[src/rtl/matrix_stream_loader.sv]
// Purpose : assemble a row-major element stream into a packed ROWS x COLS matrix bus.
// Latency : the final beat at edge N gives mat_valid=1 after edge N. The minimum period is ROWS*COLS+1 cycles (single bank).
// Backpr. : in_ready drops while no bank is free to fill. The consumer releases a matrix with mat_ack.
// Ports   : clk, rst_n (async active-low) | in_data/in_valid/in_last/in_ready element stream |
//           mat_out/mat_valid/mat_ack matrix handshake | err_len one-cycle stream length error pulse.
// Config  : LOADER_DBUF_EN selects a ping-pong pair of fill banks. Without it there is a single FILL/FULL bank.
module matrix_stream_loader #(
  parameter int ROWS      = 3,
  parameter int COLS      = 3,
  parameter int bitlength = 8
) (
  input  logic                          clk,
  input  logic                          rst_n,
  input  logic [bitlength-1:0]          in_data,
  input  logic                          in_valid,
  input  logic                          in_last,
  output logic                          in_ready,
  output logic [ROWS*COLS*bitlength-1:0] mat_out,
  output logic                          mat_valid,
  input  logic                          mat_ack,
  output logic                          err_len
);

  localparam int N    = ROWS * COLS;
  localparam int MW   = N * bitlength;
  localparam int IDXW = (N > 1) ? $clog2(N) : 1;
  localparam logic [IDXW-1:0] LAST = IDXW'(N - 1);

  logic [IDXW-1:0] idx;
  logic            beat;
  logic            fin;
  logic [MW-1:0]   fill_bank;
  logic [MW-1:0]   fill_nxt;

  assign beat = in_valid && in_ready;
  assign fin  = beat && (idx == LAST);

  // The completed matrix includes the element arriving on the final beat.
  // It can therefore be published on the same edge.
  always_comb begin
    fill_nxt = fill_bank;
    fill_nxt[int'(idx)*bitlength +: bitlength] = in_data;
  end

  // Element counter and length checking. An early in_last discards the partial matrix.
  // A final beat without in_last still publishes the matrix, but it is flagged.
  always_ff @(posedge clk or negedge rst_n) begin
    if (!rst_n) begin
      idx     <= '0;
      err_len <= 1'b0;
    end else begin
      err_len <= beat && (in_last != (idx == LAST));
      if (beat) begin
        if (fin || in_last) idx <= '0;
        else                idx <= idx + 1'b1;
      end
    end
  end

`ifdef LOADER_DBUF_EN
  logic [1:0][MW-1:0] bank;
  logic [1:0]         full;
  logic [1:0]         full_n;
  logic               wr_sel;
  logic               rd_sel;
  logic               rd_n;
  logic               ack;

  assign ack       = mat_ack && mat_valid;
  assign fill_bank = bank[wr_sel];

  always_comb begin
    full_n = full;
    if (ack) full_n[rd_sel] = 1'b0;
    if (fin) full_n[wr_sel] = 1'b1;
    rd_n = rd_sel ^ ack;
  end

  always_ff @(posedge clk or negedge rst_n) begin
    if (!rst_n) begin
      bank      <= '0;
      full      <= 2'b00;
      wr_sel    <= 1'b0;
      rd_sel    <= 1'b0;
      mat_out   <= '0;
      mat_valid <= 1'b0;
      in_ready  <= 1'b0;
    end else begin
      if (beat) bank[wr_sel][int'(idx)*bitlength +: bitlength] <= in_data;
      if (fin) wr_sel <= ~wr_sel;
      full      <= full_n;
      rd_sel    <= rd_n;
      mat_valid <= full_n[rd_n];
      in_ready  <= ~&full_n;
      // mat_out is a separate register, loaded only when a new matrix becomes the oldest complete one.
      // A bank that is still filling therefore never reaches the output.
      if (fin && (!mat_valid || ack))
        mat_out <= fill_nxt;
      else if (ack && full[~rd_sel])
        mat_out <= bank[~rd_sel];
    end
  end
`else
  typedef enum logic {FILL, FULL} state_t;
  state_t        state;
  logic [MW-1:0] bank;

  assign fill_bank = bank;

  always_ff @(posedge clk or negedge rst_n) begin
    if (!rst_n) begin
      state     <= FILL;
      bank      <= '0;
      mat_out   <= '0;
      mat_valid <= 1'b0;
      in_ready  <= 1'b0;
    end else begin
      if (beat) bank[int'(idx)*bitlength +: bitlength] <= in_data;
      case (state)
        FILL: begin
          in_ready <= 1'b1;
          if (fin) begin
            state     <= FULL;
            mat_valid <= 1'b1;
            in_ready  <= 1'b0;
            mat_out   <= fill_nxt;
          end
        end
        FULL: begin
          if (mat_ack) begin
            state     <= FILL;
            mat_valid <= 1'b0;
            in_ready  <= 1'b1;
          end
        end
        default: state <= FILL;
      endcase
    end
  end
`endif

endmodule

[config.mk]
export PLATFORM = sky130hd
export DESIGN_NAME = matrix_stream_loader
export DESIGN_NICKNAME = d
export VERILOG_FILES = /design/src/rtl/matrix_stream_loader.sv
export SDC_FILE = /design/constraint.sdc
export NUM_CORES = 1
export LEC_CHECK = 0
export BUFFER_PORTS_ARGS = -buffer_cell sky130_fd_sc_hd__buf_2
export CAP_MARGIN = 40
export CELL_PAD_IN_SITES_DETAIL_PLACEMENT = 0
export CELL_PAD_IN_SITES_GLOBAL_PLACEMENT = 1
export CORE_UTILIZATION = 42
export DETAILED_ROUTE_END_ITERATION = 6
export PLACE_DENSITY_LB_ADDON = 0.1
export REMOVE_ABC_BUFFERS = 1
export SYNTH_ARGS = -nofsm -noshare
export SYNTH_HDL_FRONTEND = slang
export SYNTH_SLANG_ARGS = --single-unit
export TNS_END_PERCENT = 100
[constraint.sdc]
create_clock -name clk -period 2.5 [get_ports clk]
set_clock_uncertainty 0.1 [all_clocks]
set_input_delay 0.25 -clock clk [delete_from_list [all_inputs] [get_ports clk]]
set_output_delay 0.25 -clock clk [all_outputs]
set_load 0.02 [all_outputs]
* Yosys cells after proc, flatten, opt, wreduce, memory -nomap -nowiden
Index checks and enable logic that the tools add are counted.
** Word-level totals
- Memory bits (read-only) :: 0
- Bits of input ports :: 13
- RAM bits :: 0
- Memories kept :: 0
- Output and inout bits :: 75
- Bits in latches :: 0
- Flip-flop bits (word level) :: 152
** Cells by class
- Reduce and logical (&&, ||, !) cells :: 6
- Magnitude comparators :: 0
- Add/subtract/negate cells :: 2
- Shift-type cells :: 2
- Multiply operators :: 0
- Bitwise operators :: 1
- Divide/modulo/power cells :: 0
- Equality and inequality tests :: 4
- Muxes and demuxes :: 11
** Operator list (count)
- $bwmux W72 :: 1
- $shift A8 B33 Y72 const A :: 1
- $shiftx A8 B33 Y72 :: 1
- $neg A7 Y33 :: 1
- $mux W1 :: 6
- $pmux W1 S2 :: 3
- $add A4 B1 Y4 const B :: 1
- $eq A4 B4 Y1 const B :: 1
- $mux W4 :: 1
- $ne A2 B2 Y1 const B :: 2
- $reduce_and A2 Y1 :: 2
- $logic_and A1 B1 Y1 :: 3
- $logic_or A1 B1 Y1 :: 1
- $ne A1 B1 Y1 :: 1
- $not A1 Y1 :: 1

* Logic depth before layout (Yosys ltp)
- Depth after elaboration :: 4
- Gate-level depth with buffers :: 11
- Gate-level depth less buffers :: 6

* Worst setup path before layout
Ideal clock, no wire load.
- Path kind :: reg-to-reg
- From :: register idx[0]
- To :: register bank[10]
- Setup time :: 125 ps
- Cell stages (with the launch flop) :: 12
- Path buffers :: 5
- Data arrival time :: 2360 ps
- Slack :: -85 ps
- Period minus slack after synthesis :: 2585 ps
- Required time :: 2275 ps
- Cells stage by stage :: dfrtp_1 buf_2 buf_1 nor3_1 ha_1 and3b_1 buf_2 and3_1 buf_6 and2_1 buf_6 mux2_4
** On the way
- Longest elaborated chain between the ends :: 3
** Ends and longest elaborated chain
- from (decl) :: line 29 : logic [IDXW-1:0] idx;
- from (signal assigned) :: line 55 : else idx <= idx + 1'b1;
- $neg A7 Y33 * :: line 118 : if (beat) bank[int'(idx)*bitlength +: bitlength] <= in_data;
- $shiftx A8 B33 Y72 / $shift A8 B33 Y72 (equally long branches) :: line 118
- $bwmux W72 * :: line 118
- to (signal, indexed assignment) :: line 118
- to (decl) :: line 106 : logic [MW-1:0] bank;
Every way passes the cells marked *; elsewhere a longest branch is shown, timed or not.
A chain may end at the register's enable or synchronous reset.

* Worst setup path in the final report
- From :: register idx[1]
- To :: register bank[12]
The elaborated chain is that of the path after synthesis.

==> results.sh <==
export IMPL_start_util_pct=43.3
export IMPL_cts_tree="done"
export IMPL_grt_overflow_total=0
export IMPL_synth_seq_cells=152
export IMPL_arrival_ns=2.57
export IMPL_met3_usage_pct=4.47
export IMPL_grt_pass1_wl_um=25100
export IMPL_fin_util_pct=52.0
export IMPL_dieArea_mm2=0.0169
export IMPL_numCtsBuffers=17
export IMPL_cts_setup_buffers=0
export IMPL_crit_path_start_kind="register"
export IMPL_yosys_warnings=0
export IMPL_path_buf_inv=0
export IMPL_hold_slack_ns=0.107
export IMPL_via_count=4779
export IMPL_grt_usage_pct=19.8
export IMPL_cts_resized=0
export IMPL_syn_avg_cell_area_um2=11.3
export IMPL_finalWorstSetupSlack_ns=0.139
export IMPL_postCtsHoldBufs=2
export IMPL_worstSkewPairLatency_ns=0.42
export IMPL_powerDensity_mw_per_mm2=960
export IMPL_num_rows=46
export IMPL_synth_seq_area_share_pct=55.2
export IMPL_drt_iter0_markers=179
export IMPL_crit_fanout=8
export IMPL_fin_crit_ns=2.36
export IMPL_power_mw=7.96
export IMPL_fmax_ghz=0.423
export IMPL_post_drt_wl_per_cell_um=16.8
export IMPL_drive_gt1_share_pct=31.7
export IMPL_ir_worst_vdd_uv=597
export IMPL_rsz0062_at_grt="false"
export IMPL_synthArstFlopShare_pct=100
export IMPL_ys_flop_type="dfrtp_1"
export IMPL_cellLeakagePower_nw=4.13
export IMPL_drc=0
export IMPL_ant_nets=0
export IMPL_clock_sinks=152
export IMPL_path_clk_slew_ns=0.06
export IMPL_hold_violations=0
export IMPL_post_synth_top_count_cell="dfrtp_1"
export IMPL_dieHeight_um=130
export IMPL_slowest_stage="and2_1"
export IMPL_io_pins=88
export IMPL_grtUsageMet1_pct=28.1
export IMPL_cts_root_buffer_cell="clkbuf_16"
export IMPL_setup_viol=0
export IMPL_dpl_worst_slack_ns=0.161
export IMPL_yosysUniqueCellTypes=43
export IMPL_critPathKind="reg2reg"
export IMPL_fin_crit_sh_pct=94.5
export IMPL_worstPathRequired_ns=2.71
export IMPL_port_buffers=87
export IMPL_hold_class="in2reg"
export IMPL_synth_edf_count=0
export IMPL_num_antenna_cells=0
export IMPL_nets=718
export IMPL_max_cap_viol_count=0
export IMPL_die_width_um=130
export IMPL_grt_pass1_vias=4676
export IMPL_synth_area_mm2=0.00690
export IMPL_synthCells=608
export IMPL_grt_max_degree=67
export IMPL_wl_um=15600
export IMPL_worstMarginPinSlew_ns=0.855
export IMPL_synth_largest_area_cell="dfrtp_1"
export IMPL_fill_cells=1445
export IMPL_ys_top_cells_by_count="dfrtp_1, nand2_1, mux2_2, nor2_1, mux2i_1"
export IMPL_path_cells="nor3_1 -> ha_1 -> and3b_1 -> and3_1 -> and2_1 -> mux2_4"
export IMPL_placed_area_mm2=0.00766
export IMPL_final_area_mm2=0.00830
export IMPL_crit_family="simple AND/OR/NAND/NOR gates"
export IMPL_grt_busiest_layer="met2"
export IMPL_relSlewSlack_pct=42.9
export IMPL_hpwl_um=10300
export IMPL_vias_per_cell=5.13
export IMPL_area_growth_pct=20.3
export IMPL_htree_levels=4
export IMPL_ys_top_cells_by_area="dfrtp_1, mux2_2, mux2i_1, nand2_1, a21oi_1"
export IMPL_synth_top_area_share_pct=55.2
export IMPL_first_pass_iters=5
export IMPL_antenna_found_initial=0
export IMPL_clockBufferDepth=2
export IMPL_coreArea_mm2=0.0159
export IMPL_slowest_delay_ns=0.45
export IMPL_met2_usage_pct=29.9
export IMPL_crit_path_end_kind="register"
export IMPL_gp_congestion=0.829
export IMPL_status="finished clean"
export IMPL_maxSlewViolCount=0
-- power by group --
group          total [mW]  switching, mW  internal (mW)
clock                2.67           1.08           1.59
combinational        2.05           1.27          0.782
sequential           3.24          0.265           2.98
total                7.96           2.61           5.35
-- worst min-delay path, delay by kind of cell --
kind                   cells  cell delay [ns]
buffers and inverters      1             0.15
AOI/OAI and AO/OA          1             0.07
and+or+nand+nor            1             0.11
-- final timing paths --
kind                          start     endpoint  slack (ns)  cells past startpoint
min                         in_last       idx[3]        0.11                      3
max reg2reg                  idx[1]     bank[12]        0.14                      6
max in group asynchronous     rst_n  mat_out[55]        1.41                      3
min in group asynchronous     rst_n  mat_out[42]        0.20                      2
max                          idx[1]     bank[12]        0.14                      6
min reg2reg                bank[51]     bank[51]        0.38                      2
-- flip-flops by register name (all words and copies together), names as in the netlist --
register and count:
in_ready 1, err_len 1, mat_valid 1, bank 72, mat_out 72, state 1, idx 4
-- per-stage QoR --
stage / cells / setup TNS, ns
2_1_floorplan: 560 / -508.79
3_3_place_gp: 897 / 0
3_5_place_dp: 897 / 0
4_1_cts: 931 / 0
5_1_grt: 931 / 0
6_report: 931 / 0
-- layout by cell type, fill, tap and decap left out, types with 2 or more instances in the layout --
master	n
dfrtp_1	152
buf_2	86
nand2_1	58
mux2_2	57
nor2_1	52
mux2i_1	48
a21oi_1	40
o21ai_0	32
buf_4	31
clkbuf_16	17
inv_1	16
nand3_1	16
nand4_1	8
a31oi_1	8
nor3b_1	8
nor4b_1	8
mux2_1	8
mux2_4	8
and2_1	6
clkinvlp_4	6
inv_6	5
nor2b_1	3
o211ai_1	3
ha_1	3
bufinv_16	3
buf_12	3
nor3_1	2
and3b_1	2
nor4bb_1	2
nor4_1	2
nand2b_1	2
o211ai_4	2
dlygate4sd3_1	2
-- cell type report --
| cell class | instances | area, um2 | share of cell area (%) |
|---|---|---|---|
| clock buffers | 17 | 425 | 5.13 |
| repair buffers | 123 | 754 | 9.10 |
| clock inverters | 15 | 190 | 2.29 |
| inverters | 16 | 60.1 | 0.724 |
| flip-flops and latches | 152 | 3800 | 45.9 |
| well taps | 216 | 270 | 3.26 |
| multi-input cells | 392 | 2790 | 33.7 |
-- routing by layer --
| metal | up-vias | wire length (um) | part of all wire [%] |
|---|---|---|---|
| met3 | 19 | 560 | 3.6 |
| li1 | 2306 | - | - |
| met1 | 2357 | 7790 | 50 |
| met5 | - | 0 | 0 |
| met4 | 0 | 233 | 1.5 |
| met2 | 97 | 7040 | 45 |
-- logic make-up after synthesis --
group | after synthesis | synth area share (%)
multiplexers | 121 | 19.3
buffers and inverters | 64 | 4.44
AO/OA/AOI/OAI | 90 | 7.46
AND/OR/NAND/NOR | 175 | 12.6
adder cells (fa/ha/maj) | 3 | 0.544
flip-flops | 152 | 55.2
XOR/XNOR | 3 | 0.490
Note: power is estimated with default switching activity, not from simulation.
